===== src/rtl/x9_run_sequencer.sv =====
`default_nettype none
// ============================================================================
//  Module   : x9_run_sequencer
//  Brief    : X9 run controller and program sequencer. Owns the program
//             counter, instruction-fetch handshake, lagging ALU flag
//             registers, branch decision, req/done run handshake and a
//             retired-instruction watchdog. All architectural writes in the
//             datapath are gated by the single-cycle exec_en strobe.
//  Revision : 1.0 - initial release
// ============================================================================
module x9_run_sequencer #(
   parameter int             D         = 12,
   parameter logic [D-1:0]   HALT_ADDR = 12'hFFF,
   parameter int             W         = 16,
   parameter logic [W-1:0]   MAX_INSTR = 16'hFFFF
) (
   input  logic         clk,
   input  logic         reset,        // asynchronous, active-low
   input  logic         req,
   input  logic [D-1:0] start_addr,
   output logic         busy,
   output logic         done,
   output logic         timeout,
   output logic [D-1:0] prog_ctr,
   output logic         imem_req,
   input  logic         imem_ack,
   input  logic [8:0]   instr_in,
   output logic [8:0]   instr_q,
   output logic         exec_en,
   input  logic         branch_inst,
   input  logic         reljump_en,
   input  logic [D-1:0] target,
   input  logic         sc_o,
   input  logic         pari,
   input  logic         one,
   input  logic         sc_clr,
   input  logic         sc_en,
   output logic         sc_in,
   output logic         pari_q,
   output logic         one_q,
   output logic [W-1:0] retired
);

   typedef enum logic [1:0] {
      S_IDLE  = 2'd0,
      S_FETCH = 2'd1,
      S_EXEC  = 2'd2,
      S_HALT  = 2'd3
   } state_t;

   localparam logic [D-1:0] c_pc_one  = {{(D-1){1'b0}}, 1'b1};
   localparam logic [W:0]   c_ret_one = {{W{1'b0}}, 1'b1};

   state_t         r_state;
   state_t         w_state_nxt;
   logic [D-1:0]   r_pc;
   logic [D-1:0]   w_pc_nxt;
   logic [8:0]     r_instr;
   logic           r_sc;
   logic           r_pari;
   logic           r_one;
   logic           r_timeout;
   logic [W-1:0]   r_retired;
   logic [W:0]     w_ret_inc;
   logic           w_halt_hit;
   logic           w_wd_hit;

   // Next-PC select: absolute branch (qualified by the lagging one flag) beats relative jump
   always_comb begin
      w_pc_nxt = r_pc + c_pc_one;
      if (branch_inst && r_one) begin
         w_pc_nxt = target;
      end else if (reljump_en) begin
         w_pc_nxt = r_pc + target;
      end
   end

   // Retire count plus one, kept one bit wider so the watchdog compare cannot wrap
   assign w_ret_inc  = {1'b0, r_retired} + c_ret_one;
   assign w_halt_hit = (w_pc_nxt == HALT_ADDR);
   assign w_wd_hit   = (w_ret_inc >= {1'b0, MAX_INSTR});

   // State register
   always_ff @(posedge clk or negedge reset) begin
      if (!reset) begin
         r_state <= S_IDLE;
      end else begin
         r_state <= w_state_nxt;
      end
   end

   // Next-state decode; EXEC always lasts exactly one cycle
   always_comb begin
      w_state_nxt = r_state;
      unique case (r_state)
         S_IDLE:  if (req)      w_state_nxt = S_FETCH;
         S_FETCH: if (imem_ack) w_state_nxt = S_EXEC;
         S_EXEC:  w_state_nxt = (w_halt_hit || w_wd_hit) ? S_HALT : S_FETCH;
         S_HALT:  if (!req)     w_state_nxt = S_IDLE;
         default: w_state_nxt = S_IDLE;
      endcase
   end

   // Architectural sequencer state: PC, instruction latch, flags, retire count, timeout cause
   always_ff @(posedge clk or negedge reset) begin
      if (!reset) begin
         r_pc      <= '0;
         r_instr   <= '0;
         r_sc      <= 1'b0;
         r_pari    <= 1'b0;
         r_one     <= 1'b0;
         r_retired <= '0;
         r_timeout <= 1'b0;
      end else begin
         unique case (r_state)
            S_IDLE: begin
               if (req) begin
                  r_pc      <= start_addr;
                  r_retired <= '0;
                  r_sc      <= 1'b0;
                  r_timeout <= 1'b0;
               end
            end
            S_FETCH: begin
               if (imem_ack) begin
                  r_instr <= instr_in;
               end
            end
            S_EXEC: begin
               r_pari <= pari;
               r_one  <= one;
               if (sc_clr) begin
                  r_sc <= 1'b0;
               end else if (sc_en) begin
                  r_sc <= sc_o;
               end
               if (!w_ret_inc[W]) begin
                  r_retired <= w_ret_inc[W-1:0];
               end
               r_pc      <= w_pc_nxt;
               // Reaching HALT_ADDR is a normal end even if the watchdog also fires
               r_timeout <= w_wd_hit && !w_halt_hit;
            end
            default: begin
            end
         endcase
      end
   end

   assign busy     = (r_state == S_FETCH) || (r_state == S_EXEC);
   assign done     = (r_state == S_HALT);
   assign timeout  = r_timeout && (r_state == S_HALT);
   assign imem_req = (r_state == S_FETCH);
   assign exec_en  = (r_state == S_EXEC);
   assign prog_ctr = r_pc;
   assign instr_q  = r_instr;
   assign sc_in    = r_sc;
   assign pari_q   = r_pari;
   assign one_q    = r_one;
   assign retired  = r_retired;

endmodule
`default_nettype wire


===== config.mk =====
export PLATFORM = sky130hd
export DESIGN_NAME = x9_run_sequencer
export DESIGN_NICKNAME = d
export VERILOG_FILES = /design/src/rtl/x9_run_sequencer.sv
export SDC_FILE = /design/constraint.sdc
export NUM_CORES = 1
export LEC_CHECK = 0
export ABC_CLOCK_PERIOD_IN_PS = 4400
export BUFFER_PORTS_ARGS = -buffer_cell sky130_fd_sc_hd__buf_4
export CAP_MARGIN = 20
export CORE_UTILIZATION = 40
export CTS_BUF_LIST = sky130_fd_sc_hd__clkbuf_8 sky130_fd_sc_hd__clkbuf_16
export CTS_CLUSTER_SIZE = 28
export DETAILED_ROUTE_END_ITERATION = 10
export GPL_ROUTABILITY_DRIVEN = 0
export SLEW_MARGIN = 20
export SYNTH_ARGS = -nofsm -noshare
export SYNTH_HDL_FRONTEND = slang
export SYNTH_SLANG_ARGS = --single-unit

===== constraint.sdc =====
create_clock -name clk -period 4.4 [get_ports clk]
set_input_delay 0.66 -clock clk [delete_from_list [all_inputs] [get_ports clk]]
set_output_delay 0.66 -clock clk [all_outputs]
set_load 0.01 [all_outputs]

* Word level (Yosys, flattened, before mapping)
Index checks and enable logic that the tools add are counted.
** Word-level totals
- Register bits after elaboration :: 43
- Word-level logic and storage cells :: 51
- RAM bits :: 0
- Memories kept :: 0
- Output and inout port bits :: 45
- Memory bits (read-only) :: 0
- Bits of input ports :: 44
- Bits in latches :: 0
** Cells by class
- Multiply operators :: 0
- Reduce and logical (&&, ||, !) cells :: 13
- Shift-type cells :: 0
- Order comparisons :: 1
- Div/mod/pow operators :: 0
- Bitwise logic cells :: 0
- Add/sub/neg operators :: 3
- Equal/unequal tests :: 9
- Mux-type cells :: 17
** Operators with widths (number)
- two-way mux 12 bit :: 3
- two-way mux 16 bit :: 2
- one-hot mux 16 bit (2 select lines) :: 1
- one-hot mux 12 bit (2 select lines) :: 1
- adder 16 x 1 -> 17 bit, second input constant :: 1
- >= comparator 17 x 16 -> 1 bit, second input constant :: 1
- adder 12 x 1 -> 12 bit, second input constant :: 1
- adder 12 bit :: 1
- equality test 12 bit, second input constant :: 1
- AND reduction 3 bit :: 3
- two-way mux 2 bit :: 4
- one-hot mux 2 bit (4 select lines) :: 1
- inequality test 2 bit, second input constant :: 3
- equality test 2 bit, second input constant :: 2
- one-hot mux 1 bit (2 select lines) :: 2
- AND reduction 2 bit :: 2
- logical AND 1 bit :: 3
- two-way mux 1 bit :: 3
- inequality test 3 x 1 -> 1 bit, second input constant :: 1
- equality test 2 x 1 -> 1 bit, second input constant :: 1
- logical NOT 2 bit :: 1
- logical OR 1 bit :: 2
- inequality test 2 x 1 -> 1 bit, second input constant :: 1
- nonzero test 2 bit :: 1
- logical NOT 1 bit :: 1

* Longest topological paths before layout
- Word-level depth :: 7
- Mapped depth :: 12
- Mapped depth without buffers :: 12

* Least setup slack after synthesis
OpenSTA, ideal clock, no wires.
- Kind :: in2reg
- From :: input port reljump_en
- To :: register r_pc[11] (netlist: prog_ctr[11])
- Arrival :: 2927 ps
- Path slack :: 1400 ps
- Data required time :: 4327 ps
- Setup time :: 73 ps
- Buffers on the path :: 1
- Stages on the path :: 12
- Cell sequence :: clkbuf_1 > nand2_1 > inv_1 > ha_1 > a211oi_2 > o211ai_2 > a221oi_2 > xnor2_1 > mux2i_2 > nor3_1 > or3_1 > a21oi_2
** On the way
- Longest elaborated chain between the ends :: 3
** Ends and longest elaborated chain
- start: declaration :: line 31 : input logic reljump_en,
- two-way mux 12 bit :: line 73 : end else if (reljump_en) begin
- two-way mux 12 bit :: line 71 : if (branch_inst && r_one) begin
- one-hot mux 12 bit (2 select lines) :: line 115 : unique case (r_state)
- end signal: assignment :: line 118 : r_pc <= start_addr;
- end signal: assignment :: line 140 : r_pc <= w_pc_nxt;
- end: declaration :: line 56 : logic [D-1:0] r_pc;
No other way between the ends.
A chain may end at the register's enable or synchronous reset.

* Worst setup path in the final report
- From :: register r_state[1]
- To :: register r_retired[4] (netlist: retired[4])
** On the way
- Longest elaborated chain between the ends :: 3
- Elaborated cells between the ends (all ways) :: 7
- Those cells by class :: eq/ne: 3; mux: 1; reduce/logical: 3
** Ends and longest elaborated chain
- start: declaration :: line 54 : state_t r_state;
- start signal: assignment :: line 88 : r_state <= w_state_nxt;
- equality test 2 bit or logical NOT 2 bit (tied branches) :: line 115
- inequality test 2 bit (no source line) or nonzero test 2 bit (tied branches)
- AND reduction 3 bit (no source line)
- end signal: assignment :: line 138 : r_retired <= w_ret_inc[W-1:0];
- end: declaration :: line 63 : logic [W-1:0] r_retired;
Parallel ways exist; a longest one is shown, timed or not.

==> results list <==
- Measured against its own limit, the worst slew margin works out to 39.7%.
- Critical register-to-register path startpoint: r_state[1]
- Hold Crit Class: input pin to asynchronous set/reset pin
- Counting every sink on the clock net gives 43.
- Across the VDD grid, the largest voltage drop is 0.279 mV.
* DRC violations left: 0
- Detailed routing inserted a total of 3288 vias.
* Clock insertion delay at the later pin of the skew report: 0.29 ns
* Top FF cell, synth: dfrtp_1
- Final worst-path cycle share: 80.5%
- Yosys printed 0 warnings.
- STA classifies the critical path endpoint as a flop.
* TNS Setup: 0 ns
- Clock tree from TritonCTS: yes
- Combinational family with the most area after synthesis: compound AO/OA/AOI/OAI gates
- After detailed routing, the average wire length per cell comes to 16.0 microns.
* Count of input and output buffers: 88
- Drt initial violations: 168
- Synthesized instance count: 401
- Across all hold checks on the routed design, the worst slack comes to 0.353 ns.
- Unique cell type count in the Yosys netlist: 62
* Transition at the pin with the smallest max-transition slack: 0.904 ns
* Flops & latches, synth: 43
- F_max: 282 MHz
- Number of setup buffers added after CTS: 0
* Result of the run: complete, no violations
* Area Overhead vs Synth: 23.0%
- Logic gate share of total power: 62.5%
- Number of enable-type register cells in the synthesized netlist: 0
- Across every metal layer, demand over resource in global routing totals 21.4%.
* Top library cells by usage in the layout, fill and taps aside: buf_4, nand2_1, dfrtp_1
- In this run the remaining antenna-violating nets after routing total 0.
- 1st-pass router iterations: 5
- The critical path starts at r_state[1].
* Via count of the first global-routing pass: 3000
* Non-Filler Instances: 577
- Via density: 5.70
* Syn avg cell area: 8.41 sq um
- Sequential elements use 31.9% of the synthesized area.
* Fraction of power spent switching nets: 45.8%
- Setup slack on the worst reg-to-reg path comes out at 0.86 ns.
* Number of pins with negative max-slew slack in the final report: 0
- Req. time, crit path: 4.60 ns
- The tool flagged a number of max-cap violations equal to 0.
- The first global-routing pass estimated 15.0 mm of wire.
- Post-CTS resize count: 0
- Final core utilization: 50.7%
- Per report_power, the sequential group accounts for 27.1% of the total.
* Shortest clock period the worst path allows after layout: 3.54 ns
- At the worst endpoint, the arrival time is 3.74 ns.
- Core Box Area: 8180 sq um
- STA classifies the critical path startpoint as a flop.
- Count of hold-fix buffers inserted at cts: 0
* Post-synthesis share of cell area spent on xor and xnor gates: 1.30%
- Synth Area in Compound Gates: 26.5%
* Switch Pwr: 0.00110 W
- The tree is rooted in a clkbuf_8.
- Number of cells after detailed placement: 569
- The number of antenna violations at the first check in global routing is 0.
- Once the floorplan was initialized, standard cells occupied 41.2% of the core.
- Placed wire-length estimate: 6.86 mm
* Count of filler cells inserted in the layout: 808
- Maximum number of pins on one net before global-route repair: 44
* Aggregate routed wire length: 9.24 mm
- Adder-cell share of the synthesized area: 7.27%
* Clock transition at path regs: 0.08 ns
- Setup violations remaining at the end of the flow were counted as 0.
- The count of endpoints failing hold in the final timing report came to 0.
* Leakage dissipation: 1.93 nW
- Ant. Diodes: 0
- Layout net count: 534
* Relative contribution of the clock network to total power: 10.4%
- The number of clock buffers added by TritonCTS is 5.
* Die span in y: 93.8 microns
* Fraction of final layout cells sized beyond drive strength 1: 26.1%
- The initialized floorplan defines 33 standard-cell rows.
- The die covers 8800 sq um.
- The critical path is of the flop to flop type.
* Simple logic cell fraction of the synthesized area: 22.5%
- 89 I/O pins were placed.
- The portion of synthesized area spent on multiplexers is 5.86%.
* Total power divided by cell area: 577 nW/um^2
- Die span in x: 93.8 microns
* Most common library cell in the layout ignoring fill and taps: buf_4
- Cell-internal power: 0.00130 W
- Residual overflow from global routing: 0
- Critical path peak fanout: 17
- CTS built an H-tree with a depth of 2.
* Async set-or-reset flop fraction in the synthesized netlist: 100%
* Fin Clk Skew: 0.00776 ns
* Reg2Reg Depth: 7
- Unrepaired setup endpoints after global routing: no
* Endpoint of the worst register-to-register path: retired[4]
* Buffers from clock root to sink, at most: 2
- Mapped Nets: 464
- After synthesis the cells add up to 3370 sq um.
## layer usage
layer	track usage [%]	vias to the layer above	share of wire [%]
met5	0	-	0
li1	-	1613	-
met4	3.21	0	0.60
met1	30.8	1583	48
met3	2.75	6	4.3
met2	34.6	86	47
## critical path, cell delays in order (launching register included)
cell and delay [ns]:
dfrtp_1 0.44, inv_1 0.15, ha_1 0.57, o21ai_0 0.40
a21oi_1 0.80, nand2_1 0.55, or3_1 0.45, o21ai_0 0.09
## sequential cells by signal (all words and copies together) (netlist names)
signal / cells
pari_q: 1
instr_q: 9
r_timeout: 1
retired: 16
r_state: 2
one_q: 1
sc_in: 1
prog_ctr: 12
## cell families (layout without fill, tap and decap cells)
| family | after synthesis | after routing |
|---|---|---|
| and+or+nand+nor | 152 | 152 |
| AOI/OAI and AO/OA | 125 | 125 |
| DFF | 43 | 43 |
| buffers and inverters | 39 | 110 |
| adders and majority gates | 19 | 19 |
| muxes | 18 | 18 |
| xor gates and xnor gates | 5 | 5 |
## power by group through the flow
| stage | logic, W | registers (W) | clock network (W) |
|---|---|---|---|
| floorplan | 0.000990 | 0.000673 | 0 |
| CTS | 0.00150 | 0.000651 | 0.000260 |
| finish | 0.00150 | 0.000650 | 0.000249 |
| global placement | 0.00148 | 0.000654 | 0 |
| global route | 0.00166 | 0.000668 | 0.000276 |
| detailed placement | 0.00150 | 0.000657 | 0 |
## Yosys cell counts (4+ instances only)
cell | count | area share [%]
buf_1 | 4 | 0.45
and3_1 | 4 | 0.74
nand3_1 | 10 | 1.5
o21a_1 | 5 | 1.1
o211a_1 | 4 | 1.2
nor3_1 | 12 | 1.8
nor2_1 | 17 | 1.9
clkbuf_1 | 16 | 1.8
o22ai_1 | 11 | 2.0
a31oi_1 | 4 | 0.74
a22o_1 | 6 | 1.6
and2_1 | 12 | 2.2
nand2_1 | 61 | 6.8
ha_1 | 18 | 6.7
mux2i_1 | 6 | 1.8
dfrtp_1 | 43 | 32
a21oi_1 | 22 | 3.3
nand4_1 | 7 | 1.3
or3_1 | 6 | 1.1
inv_1 | 13 | 1.4
nand2b_1 | 7 | 1.3
o221ai_1 | 4 | 1.0
nand3b_1 | 4 | 0.89
a21o_1 | 5 | 1.1
o21ai_0 | 23 | 3.4
buf_2 | 5 | 0.74
mux2_2 | 11 | 3.7
o211ai_1 | 5 | 1.1
o31ai_1 | 10 | 2.2
## layout make-up
| cell class | count | area, sq um | share of cell area, % |
|---|---|---|---|
| clock inverters | 3 | 16.3 | 0.392 |
| clock buffers | 5 | 68.8 | 1.66 |
| flip-flops and latches | 43 | 1080 | 25.9 |
| repair buffers | 89 | 668 | 16.1 |
| multi-input cells | 319 | 2140 | 51.6 |
| inverters | 13 | 48.8 | 1.18 |
| well taps | 105 | 131 | 3.17 |
## stage by stage
| stage | setup slack [ns] | area, sq um | total power [W] |
|---|---|---|---|
| final | 0.859 | 4150 | 0.00239 |
| after global routing | 0.511 | 4150 | 0.00260 |
| after CTS | 0.786 | 4150 | 0.00241 |
| after detailed placement | 0.808 | 4060 | 0.00215 |
| after global placement | 1.04 | 4060 | 0.00213 |
| after floorplan | 1.40 | 3370 | 0.00166 |
## worst max-delay path by stage
stage | slack (ns) | endpoint
after global routing | 0.51 | retired[4]
after floorplan | 1.40 | prog_ctr[11]
final | 0.86 | retired[4]
after detailed placement | 0.81 | retired[12]
after global placement | 1.04 | retired[12]
after CTS | 0.79 | retired[4]
No activity file was read; power rests on OpenSTA's default activity.
